$ cat src/rtl/ddr4_pkg.sv
// ddr4_pkg: shared types, address-map bit positions and default timings for the DDR4 command issuer
package ddr4_pkg;
  localparam int ROW_HI = 32;
  localparam int ROW_LO = 18;
  localparam int HCOL_HI = 17;
  localparam int HCOL_LO = 10;
  localparam int BANK_HI = 9;
  localparam int BANK_LO = 8;
  localparam int BG_HI = 7;
  localparam int BG_LO = 6;
  localparam int LCOL_HI = 5;
  localparam int LCOL_LO = 3;
  localparam int unsigned DEF_T_RCD = 24;
  localparam int unsigned DEF_T_RAS = 52;
  localparam int unsigned DEF_T_RTP = 12;
  localparam int unsigned DEF_T_CWL = 20;
  localparam int unsigned DEF_T_BURST = 4;
  localparam int unsigned DEF_T_WR = 20;
  localparam int unsigned DEF_T_RP = 24;
  localparam int unsigned DEF_CNT_W = 8;
  typedef logic [ROW_HI-ROW_LO:0] row_t;
  typedef logic [HCOL_HI-HCOL_LO+LCOL_HI-LCOL_LO+1:0] col_t;
  typedef logic [BANK_HI-BANK_LO:0] bank_t;
  typedef logic [BG_HI-BG_LO:0] bg_t;
  typedef enum logic [2:0] {CMD_NOP, CMD_ACT, CMD_RD, CMD_WR, CMD_PRE} cmd_e;
  typedef enum logic [1:0] {OP_RD, OP_WR, OP_IF, OP_ILL} op_e;
  typedef enum logic [2:0] {ST_IDLE, ST_ACT, ST_WAIT_RCD, ST_COL, ST_WAIT_PRE, ST_PRE, ST_WAIT_RP} state_e;
  typedef struct packed {
    row_t row;
    col_t col;
    bank_t bank;
    bg_t bg;
  } fields_t;
endpackage

$ cat src/rtl/ddr4_cmd_issuer_if.sv
// ddr4_cmd_issuer_if: request handshake from the trace queue and DDR4 command output bundle
interface ddr4_cmd_issuer_if;
  import ddr4_pkg::*;
  logic req_valid_i;
  logic req_ready_o;
  logic [1:0] req_op_i;
  logic [32:0] req_addr_i;
  logic cmd_valid_o;
  cmd_e cmd_o;
  bg_t cmd_bg_o;
  bank_t cmd_bank_o;
  row_t cmd_row_o;
  col_t cmd_col_o;
  logic done_o;
  logic err_o;
  modport master (
    output req_valid_i, req_op_i, req_addr_i,
    input req_ready_o, cmd_valid_o, cmd_o, cmd_bg_o, cmd_bank_o, cmd_row_o, cmd_col_o, done_o, err_o
  );
  modport slave (
    input req_valid_i, req_op_i, req_addr_i,
    output req_ready_o, cmd_valid_o, cmd_o, cmd_bg_o, cmd_bank_o, cmd_row_o, cmd_col_o, done_o, err_o
  );
endinterface

$ cat src/rtl/ddr4_addr_decode.sv
// ddr4_addr_decode: splits a byte address into row/column/bank/bank-group fields
module ddr4_addr_decode
  import ddr4_pkg::*;
(
  input  logic [32:0] addr_i,
  output fields_t     fields_o
);
  logic unused_lsb;
  assign unused_lsb = ^addr_i[2:0];
  assign fields_o.row = addr_i[ROW_HI:ROW_LO];
  assign fields_o.col = {addr_i[HCOL_HI:HCOL_LO], addr_i[LCOL_HI:LCOL_LO]};
  assign fields_o.bank = addr_i[BANK_HI:BANK_LO];
  assign fields_o.bg = addr_i[BG_HI:BG_LO];
endmodule

$ cat src/rtl/ddr4_cmd_issuer.sv
// ddr4_cmd_issuer: serves one request at a time as a closed-page ACT -> RD/WR -> PRE sequence
module ddr4_cmd_issuer
  import ddr4_pkg::*;
#(
  parameter int unsigned T_RCD = DEF_T_RCD,
  parameter int unsigned T_RAS = DEF_T_RAS,
  parameter int unsigned T_RTP = DEF_T_RTP,
  parameter int unsigned T_CWL = DEF_T_CWL,
  parameter int unsigned T_BURST = DEF_T_BURST,
  parameter int unsigned T_WR = DEF_T_WR,
  parameter int unsigned T_RP = DEF_T_RP,
  parameter int unsigned CNT_W = DEF_CNT_W
) (
  input logic clk,
  input logic reset,
  ddr4_cmd_issuer_if.slave bus
);
  if (T_RCD >= 2**CNT_W || T_RAS >= 2**CNT_W || T_RTP >= 2**CNT_W || T_RP >= 2**CNT_W ||
      T_CWL + T_BURST + T_WR >= 2**CNT_W) begin : g_cnt_w_check
    $error("ddr4_cmd_issuer: timing value does not fit in CNT_W bits");
  end
  localparam logic [CNT_W-1:0] L_RCD = CNT_W'(T_RCD);
  localparam logic [CNT_W-1:0] L_RAS = CNT_W'(T_RAS);
  localparam logic [CNT_W-1:0] L_RTP = CNT_W'(T_RTP);
  localparam logic [CNT_W-1:0] L_WRP = CNT_W'(T_CWL + T_BURST + T_WR);
  localparam logic [CNT_W-1:0] L_RP = CNT_W'(T_RP);
  localparam logic [CNT_W-1:0] ONE = CNT_W'(1);
  state_e state_q, state_d;
  op_e op_q, op_d;
  fields_t fld_q, fld_d, dec;
  logic [CNT_W-1:0] cnt_q, cnt_d, ras_q, ras_d;
  cmd_e cmd_q, cmd_d;
  logic ready_q, ready_d, valid_q, valid_d, done_q, done_d, err_q, err_d;
  logic accept;
  assign accept = bus.req_valid_i && ready_q;
  ddr4_addr_decode u_decode (.addr_i(bus.req_addr_i), .fields_o(dec));
  // state, timers, captured request and registered outputs
  always_ff @(posedge clk) begin
    if (reset) begin
      state_q <= ST_IDLE;
      op_q <= OP_RD;
      fld_q <= '0;
      cnt_q <= '0;
      ras_q <= '0;
      cmd_q <= CMD_NOP;
      ready_q <= 1'b1;
      valid_q <= 1'b0;
      done_q <= 1'b0;
      err_q <= 1'b0;
    end else begin
      state_q <= state_d;
      op_q <= op_d;
      fld_q <= fld_d;
      cnt_q <= cnt_d;
      ras_q <= ras_d;
      cmd_q <= cmd_d;
      ready_q <= ready_d;
      valid_q <= valid_d;
      done_q <= done_d;
      err_q <= err_d;
    end
  end
  // next state: each wait ends when its timer is about to expire so the next command lands on time
  always_comb begin
    state_d = state_q;
    case (state_q)
      ST_IDLE: state_d = accept ? ST_ACT : ST_IDLE;
      ST_ACT, ST_WAIT_RCD: state_d = cnt_q <= ONE ? ST_COL : ST_WAIT_RCD;
      ST_COL, ST_WAIT_PRE: state_d = (cnt_q <= ONE && ras_q <= ONE) ? ST_PRE : ST_WAIT_PRE;
      ST_PRE, ST_WAIT_RP: state_d = cnt_q <= ONE ? ST_IDLE : ST_WAIT_RP;
      default: state_d = ST_IDLE;
    endcase
  end
  // outputs and timers computed from the upcoming state so every output is a flop
  always_comb begin
    op_d = accept ? op_e'(bus.req_op_i) : op_q;
    fld_d = accept ? dec : fld_q;
    cnt_d = state_d == ST_ACT ? L_RCD :
            state_d == ST_COL ? (op_q == OP_WR ? L_WRP : L_RTP) :
            state_d == ST_PRE ? L_RP :
            cnt_q == '0 ? '0 : cnt_q - ONE;
    ras_d = state_d == ST_ACT ? L_RAS : ras_q == '0 ? '0 : ras_q - ONE;
    cmd_d = state_d == ST_ACT ? CMD_ACT :
            state_d == ST_COL ? (op_q == OP_WR ? CMD_WR : CMD_RD) :
            state_d == ST_PRE ? CMD_PRE : CMD_NOP;
    valid_d = cmd_d != CMD_NOP;
    ready_d = state_d == ST_IDLE;
    done_d = (state_q == ST_PRE || state_q == ST_WAIT_RP) && state_d == ST_IDLE;
    err_d = state_d == ST_ACT && op_d == OP_ILL;
  end
  assign bus.req_ready_o = ready_q;
  assign bus.cmd_valid_o = valid_q;
  assign bus.cmd_o = cmd_q;
  assign bus.cmd_bg_o = fld_q.bg;
  assign bus.cmd_bank_o = fld_q.bank;
  assign bus.cmd_row_o = fld_q.row;
  assign bus.cmd_col_o = fld_q.col;
  assign bus.done_o = done_q;
  assign bus.err_o = err_q;
endmodule

$ cat src/flat_wrapper.sv
// flat-port wrapper written by rule: the top's interface ports become plain ports
module ddr4_cmd_issuer_flat import ddr4_pkg::*;
#(
  parameter int unsigned T_RCD = DEF_T_RCD,
  parameter int unsigned T_RAS = DEF_T_RAS,
  parameter int unsigned T_RTP = DEF_T_RTP,
  parameter int unsigned T_CWL = DEF_T_CWL,
  parameter int unsigned T_BURST = DEF_T_BURST,
  parameter int unsigned T_WR = DEF_T_WR,
  parameter int unsigned T_RP = DEF_T_RP,
  parameter int unsigned CNT_W = DEF_CNT_W
)
  (clk, reset, bus_req_valid_i, bus_req_op_i, bus_req_addr_i, bus_req_ready_o, bus_cmd_valid_o, bus_cmd_o, bus_cmd_bg_o, bus_cmd_bank_o, bus_cmd_row_o, bus_cmd_col_o, bus_done_o, bus_err_o);
  ddr4_cmd_issuer_if bus_i ();
  input logic clk;
  input logic reset;
  input wire logic [$bits(bus_i.req_valid_i)-1:0] bus_req_valid_i;
  input wire logic [$bits(bus_i.req_op_i)-1:0] bus_req_op_i;
  input wire logic [$bits(bus_i.req_addr_i)-1:0] bus_req_addr_i;
  output wire logic [$bits(bus_i.req_ready_o)-1:0] bus_req_ready_o;
  output wire logic [$bits(bus_i.cmd_valid_o)-1:0] bus_cmd_valid_o;
  output wire logic [$bits(bus_i.cmd_o)-1:0] bus_cmd_o;
  output wire logic [$bits(bus_i.cmd_bg_o)-1:0] bus_cmd_bg_o;
  output wire logic [$bits(bus_i.cmd_bank_o)-1:0] bus_cmd_bank_o;
  output wire logic [$bits(bus_i.cmd_row_o)-1:0] bus_cmd_row_o;
  output wire logic [$bits(bus_i.cmd_col_o)-1:0] bus_cmd_col_o;
  output wire logic [$bits(bus_i.done_o)-1:0] bus_done_o;
  output wire logic [$bits(bus_i.err_o)-1:0] bus_err_o;
  assign bus_i.req_valid_i = bus_req_valid_i;
  assign bus_i.req_op_i = bus_req_op_i;
  assign bus_i.req_addr_i = bus_req_addr_i;
  assign bus_req_ready_o = bus_i.req_ready_o;
  assign bus_cmd_valid_o = bus_i.cmd_valid_o;
  assign bus_cmd_o = bus_i.cmd_o;
  assign bus_cmd_bg_o = bus_i.cmd_bg_o;
  assign bus_cmd_bank_o = bus_i.cmd_bank_o;
  assign bus_cmd_row_o = bus_i.cmd_row_o;
  assign bus_cmd_col_o = bus_i.cmd_col_o;
  assign bus_done_o = bus_i.done_o;
  assign bus_err_o = bus_i.err_o;
  ddr4_cmd_issuer #(.T_RCD(T_RCD), .T_RAS(T_RAS), .T_RTP(T_RTP), .T_CWL(T_CWL), .T_BURST(T_BURST), .T_WR(T_WR), .T_RP(T_RP), .CNT_W(CNT_W)) u_core (.clk(clk), .reset(reset), .bus(bus_i));
endmodule
$ cat config.mk
export PLATFORM = sky130hd
export DESIGN_NAME = ddr4_cmd_issuer_flat
export DESIGN_NICKNAME = d
export VERILOG_FILES = /design/src/rtl/ddr4_pkg.sv /design/src/rtl/ddr4_cmd_issuer_if.sv /design/src/rtl/ddr4_addr_decode.sv /design/src/rtl/ddr4_cmd_issuer.sv /design/src/flat_wrapper.sv
export SDC_FILE = /design/constraint.sdc
export NUM_CORES = 1
export LEC_CHECK = 0
export CORE_MARGIN = 4
export CORE_UTILIZATION = 47
export CTS_BUF_LIST = sky130_fd_sc_hd__clkbuf_4 sky130_fd_sc_hd__clkbuf_8
export CTS_CLUSTER_SIZE = 16
export DETAILED_ROUTE_END_ITERATION = 8
export GPL_TIMING_DRIVEN = 0
export PLACE_DENSITY = 0.87
export SLEW_MARGIN = 20
export SYNTH_ARGS = -nofsm -noshare
export SYNTH_HDL_FRONTEND = slang
export SYNTH_SLANG_ARGS = --single-unit
$ cat constraint.sdc
create_clock -name clk -period 2.3 [get_ports clk]
set_clock_uncertainty 0.2 [all_clocks]
set_input_delay 0.69 -clock clk [delete_from_list [all_inputs] [get_ports clk]]
set_output_delay 0.69 -clock clk [all_outputs]
set_load 0.02 [all_outputs]
Word-level counts from Yosys, hierarchy flattened

Index checks and enable logic that the tools add are counted.

Add/sub/neg operators: 2
Multipliers: 0
Div/mod/pow operators: 0
Magnitude comparators: 2
Equal/unequal tests: 11
Shift-type cells: 0
Multiplexer cells: 17
Bitwise logic cells: 0
Reductions and logical operators: 15

Operators with widths:

| operator              | number |
|---|---|
| $mux W8               | 3 |
| $mux W6               | 3 |
| $le A8 B1 Y1 const B  | 2 |
| $logic_not A8 Y1      | 2 |
| $sub A8 B1 Y8 const B | 2 |
| $eq A3 B3 Y1 const B  | 4 |
| $mux W3               | 4 |
| $pmux W3 S4           | 1 |
| $eq A3 B2 Y1 const B  | 3 |
| $reduce_or A2 Y1      | 4 |
| $eq A3 B1 Y1 const B  | 2 |
| $logic_not A3 Y1      | 2 |
| $mux W5               | 1 |
| $logic_and A1 B1 Y1   | 4 |
| $mux W1               | 4 |
| $reduce_bool A3 Y1    | 1 |
| $reduce_or A3 Y1      | 1 |
| $eq A2 B1 Y1 const B  | 1 |
| $eq A2 B2 Y1 const B  | 1 |
| $mux W2               | 1 |
| $logic_or A1 B1 Y1    | 1 |

Flip-flop bits (word level): 58
Bits in latches: 0
RAM bits: 0
Bits in read-only memories: 0
Output and inout port bits: 37
Word-level logic and storage cells: 62
Memories kept: 0

Longest topological paths before layout

Depth after elaboration: 9
Mapped depth: 7

Hierarchy

A second synthesis with hierarchy kept.

Cell total of the unflattened synthesis: 302
Area total of the unflattened synthesis: 2493.6 µm²

Modules (own cells, without submodules):

| module           | times used | cells each | area an instance (µm²) |
|---|---|---|---|
| ddr4_cmd_issuer  | 1          | 272        | 2268.4 |
| ddr4_addr_decode | 1          | 30         | 225.2 |

Least setup slack after synthesis

No wires, ideal clock.

Path kind: input port to flip-flop
From: input port bus_req_valid_i
To: register u_core.cnt_q[5]
Setup time: 69 ps
Arrival: 1756 ps
Data required time: 2031 ps
Path slack: 275 ps
Stages: 5
Path buffers: 0
Cell sequence: nand2_1 -> nor2_1 -> or2_1 -> or4_1 -> o21ai_1

Longest elaborated chain between the ends: 6

Ends and longest elaborated chain:

| element                 | RTL line              | source |
|---|---|---|
| start: declaration      | flat_wrapper.sv:17    | `input wire logic [$bits(bus_i.req_valid_i)-1:0] bus_req_valid_i;` |
| $logic_and A1 B1 Y1 (*) | ddr4_cmd_issuer.sv:35 | `assign accept = bus.req_valid_i && ready_q;` |
| $mux W1 (*)             | ddr4_cmd_issuer.sv:67 | `ST_IDLE: state_d = accept ? ST_ACT : ST_IDLE;` |
| $pmux W3 S4 (*)         | ddr4_cmd_issuer.sv:66 | `case (state_q)` |
| $eq A3 B3 Y1            | ddr4_cmd_issuer.sv:80 | `state_d == ST_PRE ? L_RP :` |
| $mux W8                 | ddr4_cmd_issuer.sv:80 |  |
| $mux W8                 | ddr4_cmd_issuer.sv:79 | `state_d == ST_COL ? (op_q == OP_WR ? L_WRP : L_RTP) :` |
| end signal: assignment  | ddr4_cmd_issuer.sv:54 | `cnt_q <= cnt_d;` |
| end: declaration        | ddr4_cmd_issuer.sv:31 | `logic [CNT_W-1:0] cnt_q, cnt_d, ras_q, ras_d;` |

Mark *: on every way between the ends. The rest lies on a longest branch, timed or not.
A chain may end at the register's enable or synchronous reset.

Final worst setup path

Ends and elaborated chain as after synthesis.

==> metrics <==
Mapped Cells 269; DR WL/cell 13.1 µm; layout cell share with drive strength beyond 1 0.0868; Pwr Density 1240 mW/mm²; final-report hold violation count 0; first drt pass iteration count 4; Simple-Gate Fraction of Synth Area 0.235; #FFs+latches synth 58; XOR/XNOR share of the synthesized area 0.0420; LEAKAGE 1.29 nW; layout overhead on the synthesized area 45.5%; commonest non-fill, non-tap cell in the layout nand2_1; Inserted Diodes 0; worst-path cell chain clkdlybuf4s50_1, nand2_2, nor2_2, or2_1, or4_1, o21ai_1; Final nets 396; core area 0.00472 mm²; peak supply drop 0.740 mV; Worst Setup Slack, final 75.8 ps; slew at the pin closest to its max-slew limit 549 ps; largest family of logic cells by synthesized area simple AND/OR/NAND/NOR gates; fin util 0.706; Final HPWL DP 4000 µm; min Tclk post-route 2220 ps; most frequent cells in the layout nand2_1 (72), clkdlybuf4s50_1 (70), dfxtp_1 (58); cts bufs inserted 9; CTS sink cnt 58; post-route cell area 0.00333 mm²; GP Congestion 0.819; die area 0.00606 mm²; placed instance count 406; syn_area_per_cell 8.52 µm²; Synth Area in Adders 0.0328; DRT Wirelength 5560 µm; drc violations 0; post-place instance area 0.00308 mm²; HP Class flip-flop to flip-flop; required time worst endpoint 2370 ps; slowest cell on the critical path or4_1; Root Driver clkbuf_8; Setup WS pre-CTS -436 ps; fin cells 424; CP max FO 7; Crit path largest cell delay 520 ps; initial core utilization 0.485; FFs w/ async S/R, synth 0; 1st-iter DRT viols 94; Fin Hold WS 254 ps; CTS tree built; Synth Area in Compound Gates 0.149; CP Capture Type flip-flop; yosys synthesis warning count 0; Die Span X 77.8 µm; largest net degree at the start of global routing 11; Final Setup Violations 0; outcome complete, no violations; DR vias 2107; post-synthesis mux area share 0; DRT antenna net count 0; Slew Limit Fails 0; I/O Pins 75; Main synth FF type dfxtp_1; number of synthesized flops with an enable pin 0; row cnt 25; Reg clk slew, reported paths 60 ps; Synth cell types 41; gr ovfl total 0; WP data arrival 2290 ps; Worst-Skew Late Latency 340 ps; sequential share of the synthesized area 0.507; crit path launch type input pin; # port buffers 70; DR vias/cell 4.97; Synth Cell Area 0.00229 mm²; GRT Util Overall 0.189; H-Tree Depth 3; clk buf depth 2; Max Cap Viol 0; max_slew headroom 0.631; initial antenna violation count 0; Mapped Nets 313; Worst Path Class, Setup input pin to flip-flop; number of global-route vias before repair 1969; f_max 450 MHz; first-pass GRT wire length 9020 µm; Tcrit/Tclk final 0.967; die height 77.8 µm
final timing paths:
path	start	end	slack [ps]	cells past startpoint
worst max-delay path	bus_req_valid_i	u_core.cnt_q[5]$_SDFF_PP0_	80	6
worst max register to register	u_core.state_q[2]$_SDFF_PP0_	u_core.bus.cmd_o[2]$_SDFF_PP0_	130	6
worst min register to register	u_core.bus.cmd_row_o[13]$_SDFFE_PP0P_	u_core.bus.cmd_row_o[13]$_SDFFE_PP0P_	250	2
worst min-delay path	u_core.bus.cmd_row_o[13]$_SDFFE_PP0P_	u_core.bus.cmd_row_o[13]$_SDFFE_PP0P_	250	2
power by group:
group	switching, mW	internal, mW
logic	0.884	0.739
clock network	0.400	0.697
registers	0.179	1.23
critical path: cells and delay by family:
kind | cells | cell delay [ps]
AO/OA/AOI/OAI | 1 | 90
buffers and inverters | 1 | 430
AND/OR/NAND/NOR | 4 | 1090
logic make-up (layout without fill, tap and decap cells):
group | Yosys count | in the layout
compound gates | 56 | 56
simple gates | 118 | 118
buf+inv | 20 | 108
xor+xnor | 11 | 11
fa+ha+maj | 6 | 6
flops | 58 | 58
cells in the mapped netlist, drive strengths merged, types with 2 or more instances:
cell / number / area share
ha: 6 / 0.033
o32ai: 2 / 0.011
nor4: 2 / 0.0082
xnor2: 6 / 0.023
or2: 4 / 0.012
inv: 7 / 0.011
nor3: 4 / 0.0087
a21oi: 41 / 0.090
xor2: 5 / 0.019
or3: 2 / 0.0055
or4: 3 / 0.0098
nand3b: 2 / 0.0065
o22ai: 2 / 0.0055
clkbuf: 11 / 0.018
buf: 2 / 0.0049
nor2: 19 / 0.031
dfxtp: 58 / 0.51
nand2: 73 / 0.12
and2: 2 / 0.0055
nand2b: 2 / 0.0055
o21ai: 3 / 0.0065
through the flow:
step | power, mW | TNS, ps
after floorplan | 2.52 | 0
after global placement | 2.92 | -5890
after detailed placement | 2.97 | -7080
after CTS | 4.09 | 0
after global routing | 4.39 | -11.0
final | 4.13 | 0
flip-flops by register name, indices dropped and copies added, names as in the netlist:
register / cells
u_core.bus.cmd_row_o: 15
u_core.bus.cmd_col_o: 11
u_core.cnt_q: 8
u_core.ras_q: 8
u_core.bus.cmd_o: 3
u_core.state_q: 3
u_core.bus.cmd_bank_o: 2
u_core.bus.cmd_bg_o: 2
u_core.op_q: 2
u_core.bus.cmd_valid_o: 1
u_core.bus.done_o: 1
u_core.bus.err_o: 1
u_core.bus.req_ready_o: 1
cell type report:
type / instances / area (µm²)
fill: 366 / 1390
sequential: 58 / 1160
multi-input combinational: 191 / 1060
timing repair buffer: 72 / 716
clock buffer: 12 / 165
tap: 67 / 83.8
clock inverter: 4 / 72.6
buffer: 13 / 52.6
inverter: 7 / 26.3
what timing repair did:
| item | 4_1_cts | 5_1_grt |
|---|---|---|
| hold buffers | 0 | 0 |
| buffers inserted | 0 | 2 |
| pin swaps | 0 | 1 |
| setup endpoints to repair | 3 | 2 |
| gates resized for setup | 1 | 1 |
per-layer routing:
metal,vias up,wire (µm),track usage
met5,-,0,0
met4,0,132,0.121
met3,11,336,0.0487
met2,74,2710,0.304
met1,961,2380,0.223
li1,1061,-,-
No activity file was read; power rests on OpenSTA's default activity.
